## config.mk

```make
export PLATFORM = sky130hd
export DESIGN_NAME = wb_id_arb
export DESIGN_NICKNAME = d
export VERILOG_FILES = /design/src/rtl/wb_id_arb_pkg.sv /design/src/rtl/wb_wait_timer.sv /design/src/rtl/wb_id_arb.sv
export SDC_FILE = /design/constraint.sdc
export NUM_CORES = 1
export LEC_CHECK = 0
export ABC_AREA = 1
export BUFFER_PORTS_ARGS = -buffer_cell sky130_fd_sc_hd__buf_2
export CORE_AREA = 4 4 105 107
export CTS_CLUSTER_DIAMETER = 50
export DETAILED_ROUTE_END_ITERATION = 8
export DIE_AREA = 0 0 109 111
export SLEW_MARGIN = 20
export SYNTH_ARGS = -nofsm -noshare
export SYNTH_HDL_FRONTEND = slang
export SYNTH_SLANG_ARGS = --single-unit
```

## constraint.sdc

```tcl
create_clock -name clk -period 3.3 [get_ports clk]
set_clock_uncertainty 0.1 [all_clocks]
set_input_delay 0 -clock clk [delete_from_list [all_inputs] [get_ports clk]]
set_output_delay 0 -clock clk [all_outputs]
set_load 0.05 [all_outputs]
```

## src/rtl/wb_id_arb_pkg.sv

```systemverilog
// Shared types and constants for the I/D Wishbone arbiter.
// Holds the FSM state encoding, master ids, bus widths and the request payload.
package wb_id_arb_pkg;

    localparam int unsigned ADR_W = 32;
    localparam int unsigned DAT_W = 32;
    localparam int unsigned SEL_W = 4;

    localparam logic M_I = 1'b0;
    localparam logic M_D = 1'b1;

    typedef enum logic [1:0] {
        IDLE  = 2'd0,
        GNT_I = 2'd1,
        GNT_D = 2'd2
    } state_t;

    // Request side of one master as seen by the slave port
    typedef struct packed {
        logic             we;
        logic [SEL_W-1:0] sel;
        logic [ADR_W-1:0] adr;
        logic [DAT_W-1:0] datw;
    } wb_req_t;

    // Winner among the requesting masters; a tie goes to the one not granted last
    function automatic logic pick_master(input logic req_i, input logic req_d,
                                         input logic last);
        if (req_i && req_d) begin
            return (last == M_D) ? M_I : M_D;
        end
        return req_i ? M_I : M_D;
    endfunction

endpackage

```

## src/rtl/wb_wait_timer.sv

```systemverilog
// Wait counter for a granted transfer; saturates at TIMEOUT_CYCLES and
// flags expiry while it sits there.
module wb_wait_timer #(
    parameter int unsigned TIMEOUT_CYCLES = 255
) (
    input  logic clk,
    input  logic rst,
    input  logic clr,
    input  logic en,
    output logic expired
);

    localparam int unsigned CW = (TIMEOUT_CYCLES < 1) ? 1 : $clog2(TIMEOUT_CYCLES + 1);
    localparam logic [CW-1:0] LIMIT = CW'(TIMEOUT_CYCLES);

    logic [CW-1:0] cnt;

    always_ff @(posedge clk) begin
        if (!rst) begin
            cnt <= '0;
        end else if (clr) begin
            cnt <= '0;
        end else if (en && (cnt != LIMIT)) begin
            cnt <= cnt + CW'(1);
        end
    end

    assign expired = (cnt == LIMIT);

endmodule

```

## src/rtl/wb_id_arb.sv

```systemverilog
// Merges the instruction and data classic-Wishbone masters onto one
// single-transfer slave port with alternating-priority arbitration and a timeout.
module wb_id_arb
    import wb_id_arb_pkg::*;
#(
    parameter int unsigned TIMEOUT_CYCLES = 255
) (
    input  logic             clk,
    input  logic             rst,

    input  logic             i_cyc,
    input  logic             i_stb,
    input  logic [ADR_W-1:0] i_adr,
    output logic             i_ack,
    output logic             i_err,
    output logic [DAT_W-1:0] i_datr,

    input  logic             d_cyc,
    input  logic             d_stb,
    input  logic             d_we,
    input  logic [SEL_W-1:0] d_sel,
    input  logic [ADR_W-1:0] d_adr,
    input  logic [DAT_W-1:0] d_datw,
    output logic             d_ack,
    output logic             d_err,
    output logic [DAT_W-1:0] d_datr,

    output logic             s_cyc,
    output logic             s_stb,
    output logic             s_we,
    output logic [SEL_W-1:0] s_sel,
    output logic [ADR_W-1:0] s_adr,
    output logic [DAT_W-1:0] s_datw,
    input  logic             s_ack,
    input  logic [DAT_W-1:0] s_datr
);

    state_t  state, state_nxt;
    logic    last, last_nxt;
    logic    req_i, req_d, winner;
    logic    timer_clr, timer_en, expired;
    wb_req_t bus_i, bus_d, bus_s;

    assign req_i  = i_cyc & i_stb;
    assign req_d  = d_cyc & d_stb;
    assign winner = pick_master(req_i, req_d, last);

    // The I master only reads whole words
    assign bus_i = '{we: 1'b0, sel: {SEL_W{1'b1}}, adr: i_adr, datw: '0};
    assign bus_d = '{we: d_we, sel: d_sel, adr: d_adr, datw: d_datw};

    wb_wait_timer #(
        .TIMEOUT_CYCLES(TIMEOUT_CYCLES)
    ) u_wait_timer (
        .clk     (clk),
        .rst     (rst),
        .clr     (timer_clr),
        .en      (timer_en),
        .expired (expired)
    );

    always_ff @(posedge clk) begin
        if (!rst) begin
            state <= IDLE;
            last  <= M_D;
        end else begin
            state <= state_nxt;
            last  <= last_nxt;
        end
    end

    // Next state, arbitration and slave-port muxing
    always_comb begin
        state_nxt = state;
        last_nxt  = last;
        timer_clr = 1'b0;
        timer_en  = 1'b0;
        bus_s     = '0;
        s_cyc     = 1'b0;
        s_stb     = 1'b0;
        i_ack     = 1'b0;
        i_err     = 1'b0;
        i_datr    = '0;
        d_ack     = 1'b0;
        d_err     = 1'b0;
        d_datr    = '0;

        case (state)
            IDLE: begin
                timer_clr = 1'b1;
                if (req_i || req_d) begin
                    state_nxt = (winner == M_I) ? GNT_I : GNT_D;
                    last_nxt  = winner;
                end
            end
            GNT_I: begin
                s_cyc    = 1'b1;
                s_stb    = 1'b1;
                bus_s    = bus_i;
                i_ack    = s_ack;
                i_datr   = s_datr;
                i_err    = i_cyc & expired & ~s_ack;
                timer_en = ~s_ack;
                if (s_ack || !i_cyc || expired) begin
                    state_nxt = IDLE;
                end
            end
            GNT_D: begin
                s_cyc    = 1'b1;
                s_stb    = 1'b1;
                bus_s    = bus_d;
                d_ack    = s_ack;
                d_datr   = s_datr;
                d_err    = d_cyc & expired & ~s_ack;
                timer_en = ~s_ack;
                if (s_ack || !d_cyc || expired) begin
                    state_nxt = IDLE;
                end
            end
            default: begin
                state_nxt = IDLE;
            end
        endcase
    end

    assign s_we   = bus_s.we;
    assign s_sel  = bus_s.sel;
    assign s_adr  = bus_s.adr;
    assign s_datw = bus_s.datw;

endmodule

```

# Word level (Yosys, flattened, before mapping)
# Index checks and enable logic that the tools add are counted.
dict set report word_totals {
  in_bits 140
  regBits 11
  elab_cells 53
}
dict set report classes {
  n_addsub 1
  n_eq_ne 7
  reduce_logical 14
  mux 20
  bitwise 8
}
# operator n
set ops {}
lappend ops {{$pmux 69 s2} 1}
lappend ops {{$mux 32} 2}
lappend ops {{$mux 1} 12}
lappend ops {{$add 8x1->8 const B} 1}
lappend ops {{$eq 8x8->1 const B} 1}
lappend ops {{$mux 2} 4}
lappend ops {{$ne 8x8->1 const B} 1}
lappend ops {{$and 1x1->1} 6}
lappend ops {{$ne 2x2->1 const B} 3}
lappend ops {{$pmux 2 s3} 1}
lappend ops {{$logic_or 1x1->1} 5}
lappend ops {{$reduce_or 2->1} 2}
lappend ops {{$reduce_and 3->1} 1}
lappend ops {{$eq 2x1->1 const B} 1}
lappend ops {{$eq 2x2->1 const B} 1}
lappend ops {{$logic_and 1x1->1} 2}
lappend ops {{$logic_not 1->1} 2}
lappend ops {{$logic_not 2->1} 1}
lappend ops {{$not 1->1} 2}
lappend ops {{$reduce_and 2->1} 1}

# Longest topological paths before layout
dict set report depth {
  word_depth 7
  mapped_depth 9
}

# Hierarchy
# Synthesis repeated with hierarchy kept, for this count alone.
dict set report unflattened {
  hier_cells 438
  area_unflattened_um2 2090.8
}
# module cells_per_inst instances seq_area_each_um2 area_each_um2
set by_module_without_submodules {}
lappend by_module_without_submodules {wb_id_arb 364 1 60.1 1581.5}
lappend by_module_without_submodules {wb_wait_timer 74 1 160.2 509.2}

# Least setup slack after synthesis
# Ideal clock, no wire load.
dict set report synth_timing {
  path_type {flip-flop to output port}
  startpoint {register state[0]}
  endpoint {output port s_adr[0]}
  n_path_buf 1
  stages_incl_launch_ff 6
  path_slack_ps 1064
  arrival_ps 2136
  path_cell_list {dfxtp_1 > inv_1 > ha_1 > inv_2 > buf_1 > a21oi_1}
}
dict set report synth_between {
  elab_chain_len 2
  word_cells_on_any_way 3
  classes_between {eq/ne: 2; mux: 1}
}
# item line
set synth_lines {}
lappend synth_lines {{start, declared} wb_id_arb.sv:38} ;# state_t state, state_nxt;
lappend synth_lines {{start signal, assigned} wb_id_arb.sv:67} ;# state <= state_nxt;
lappend synth_lines {{$eq 2x2->1 or $eq 2x1->1 (tied branches)} wb_id_arb.sv:88} ;# case (state)
lappend synth_lines {{$pmux 69 s2 *} wb_id_arb.sv:88}
lappend synth_lines {{end, declared} wb_id_arb.sv:32} ;# output logic [ADR_W-1:0] s_adr,
# Every way passes the cells marked *; elsewhere a longest branch is shown, timed or not.

# Worst setup path in the final report
dict set report layout_timing {
  startpoint {register state[1]}
  endpoint {output port s_adr[24]}
}
# Same word-level chain as after synthesis.

==> results.yml <==
clock_network:
  cts.htree.levels: 1
  numCtsBuffers: 3
  insertion_delay_ps: 240
  tritoncts_clock_tree: "yes"
  cts-resized-gates: 0
  clkSlewWorstSetupHoldPaths_ps: 50
  clock_path_buffers: 2
  cts.repair_timing.setup_buffer_count: 0
  clock-root-buffer: "sky130_fd_sc_hd__clkbuf_8"
  cts.sinks: 11
synthesis:
  synth.yosys.seq_area_share_pct: 11.2
  post_synth_inst_count: 428
  post_synth.cell_area_avg_um2: 4.61
  mappedNetlistArea_mm2: 0.00197
  synth_nets: 572
  flops_latches_synth: 11
  ys.warnings.count: 0
  yosys.cell_types.count: 22
sta:
  timing.final.max_slew_violations: 0
  final_period_utilization_pct: 65.1
  finalHoldViolCount: 0
  highest_clock_rate_ghz: 0.466
  finalSetupViolations: 0
  final.hold.worst_slack_ps: 86.5
  worstMarginPinSlew_ps: 624
  worst_slack_ps: 1150
  grt_setup_unrepaired: "no"
  finalCriticalPeriod_ps: 2150
  timing.slew.headroom_pct: 58.4
  tns_ps: 0
floorplan:
  placeableCoreArea_mm2: 0.0101
  die_area_mm2: 0.0121
  floorplan.die.height_um: 111
  io-pin-count: 279
  die_w_um: 109
  row_count: 37
  floorplan.initialDensity_pct: 19.5
drt:
  detailedRoute.firstPassIterationCount: 4
  drtAntennaViolNets: 0
  route.final.wire_length_um: 9340
  drc: 0
  routed_wire_length_per_instance_um: 11.3
  drt-initial-drc-count: 173
  num_vias: 3187
  via_count_normalized_by_instance_count: 3.84
finish:
  nFillCells: 1180
  synthToLayoutAreaGrowth_pct: 79.9
  drive_above_1_share_pct: 43.2
  final_util_pct: 35.0
  num-nets-final: 837
  layout_common_cells: "278 x sky130_fd_sc_hd__buf_2, 198 x sky130_fd_sc_hd__nand2_1, 111 x sky130_fd_sc_hd__inv_1"
  mostFrequentLayoutCell: "sky130_fd_sc_hd__buf_2"
  layout.cell_area.non_filler_mm2: 0.00355
global_routing:
  gr-usage-all-layers_pct: 13.9
  via_count_of_the_first_global_routing_pass: 2869
  first_pass_grt_wire_length_um: 13900
  grt_start_max_net_pins: 60
  gr-total-overflow: 0
  initial_antenna_violation_count: 2
setup_path:
  cp-start-kind: "flop"
  worst_r2r_startpoint: "state[1]"
  timing.rr.end: "state[1]"
  r2r.worst_path.cells: 9
  path_class: "flop to primary output"
  cp_max_fo: 45
  critical_path.startpoint: "state[1]"
  worst_ep_required_time_ps: 3200
  r2r_setup_slack_ps: 1380
  critPathCapture: "s_adr[24]"
  cp.arrival_ps: 2050
  setup.worst_path.end_class: "primary output"
place:
  numPortBuffers: 278
  detailed_place_hpwl_um: 7830
  placedInstanceArea_mm2: 0.00349
  finalWeightedCongestion: 0.812
  post-place-ws_ps: 1360
outcome:
  status: "complete, no violations"
power:
  power.density_mw_per_mm2: 268
  leakage_uw: 0.00276
  power.ir.vdd_worst_uv: 277
hold_path:
  worst_hold_path_cell_count: 5
  hold_class: "input pin to flop"
  startpoint_of_the_tightest_hold_check_path: "i_stb"
flow_run:
  drv_cap: 0
[repair_timing]
action / CTS / global route
endpoints found under the setup margin: 0 / 0
hold endpoints to repair: 3 / 0
hold buffers: 1 / 0
[registers in the layout (all words and copies together) (netlist names)]
| name | cells |
|---|---|
| u_wait_timer.cnt | 8 |
| state | 2 |
| last | 1 |
[Yosys cell counts]
cell	n	area share, %
sky130_fd_sc_hd__nand2_1	198	38
sky130_fd_sc_hd__buf_1	4	0.76
sky130_fd_sc_hd__xor2_1	3	1.3
sky130_fd_sc_hd__nand3_1	6	1.5
sky130_fd_sc_hd__ha_1	4	2.5
sky130_fd_sc_hd__inv_2	3	0.57
sky130_fd_sc_hd__buf_4	1	0.38
sky130_fd_sc_hd__buf_2	14	3.5
sky130_fd_sc_hd__nor2_1	16	3.0
sky130_fd_sc_hd__nand3_2	1	0.51
sky130_fd_sc_hd__nand2_2	2	0.63
sky130_fd_sc_hd__nand4_1	1	0.32
sky130_fd_sc_hd__a21oi_1	41	10
sky130_fd_sc_hd__clkbuf_1	3	0.57
sky130_fd_sc_hd__nand2_4	2	1.1
sky130_fd_sc_hd__dfxtp_1	11	11
sky130_fd_sc_hd__a21oi_2	2	0.89
sky130_fd_sc_hd__inv_1	111	21
sky130_fd_sc_hd__nor2_2	1	0.32
sky130_fd_sc_hd__nor2_4	2	1.1
sky130_fd_sc_hd__o21ai_1	1	0.25
sky130_fd_sc_hd__o21ai_0	1	0.25
[metal layers]
metal | track usage (%) | part of all wire (%)
met2 | 26.0 | 50
met4 | 2.53 | 0.92
met1 | 16.1 | 38
met3 | 2.80 | 10
met5 | 0 | 0.14
[power by group]
part	switching [uW]	internal (uW)	total (uW)
registers	3.39	137	141
logic	503	172	675
clock network	51.4	84.9	136
total	558	394	952
[worst min path at each step]
| stage | endpoint | slack (ps) |
|---|---|---|
| after floorplan | last | -30 |
| after global placement | last | 80 |
| after detailed placement | last | 90 |
| after CTS | state[0] | 80 |
| after global routing | state[0] | 140 |
| final | state[0] | 90 |
[worst max-delay path, stage by stage (launching register included)]
cell and delay [ps]:
sky130_fd_sc_hd__dfxtp_1 340, sky130_fd_sc_hd__inv_1 90, sky130_fd_sc_hd__ha_2 490, sky130_fd_sc_hd__buf_12 280
sky130_fd_sc_hd__nand2_1 70, sky130_fd_sc_hd__a21oi_1 210, sky130_fd_sc_hd__buf_2 310
[logic make-up after synthesis]
group,count (synthesis),synth area share (%)
AND/OR/NAND/NOR,229,46.3
buffers and inverters,136,26.9
AO/OA/AOI/OAI,45,11.8
flip-flops,11,11.2
adder cells (fa/ha/maj),4,2.53
XOR/XNOR,3,1.33
[final cells by class]
cell class,count,area (um^2),share of cell area (%)
multi-input combinational,281,1240,34.8
tap,136,170,4.79
antenna,1,2.50,0.0704
inverter,114,428,12.0
timing repair buffer,282,1450,40.8
sequential,11,220,6.20
clock buffer,4,45.0,1.27
[metrics by stage]
stage / power [uW] / instances
floorplan: 612 / 428
global placement: 825 / 823
detailed placement: 822 / 823
CTS: 965 / 828
global route: 1010 / 829
finish: 952 / 829
(Power assumes the default switching activity.)
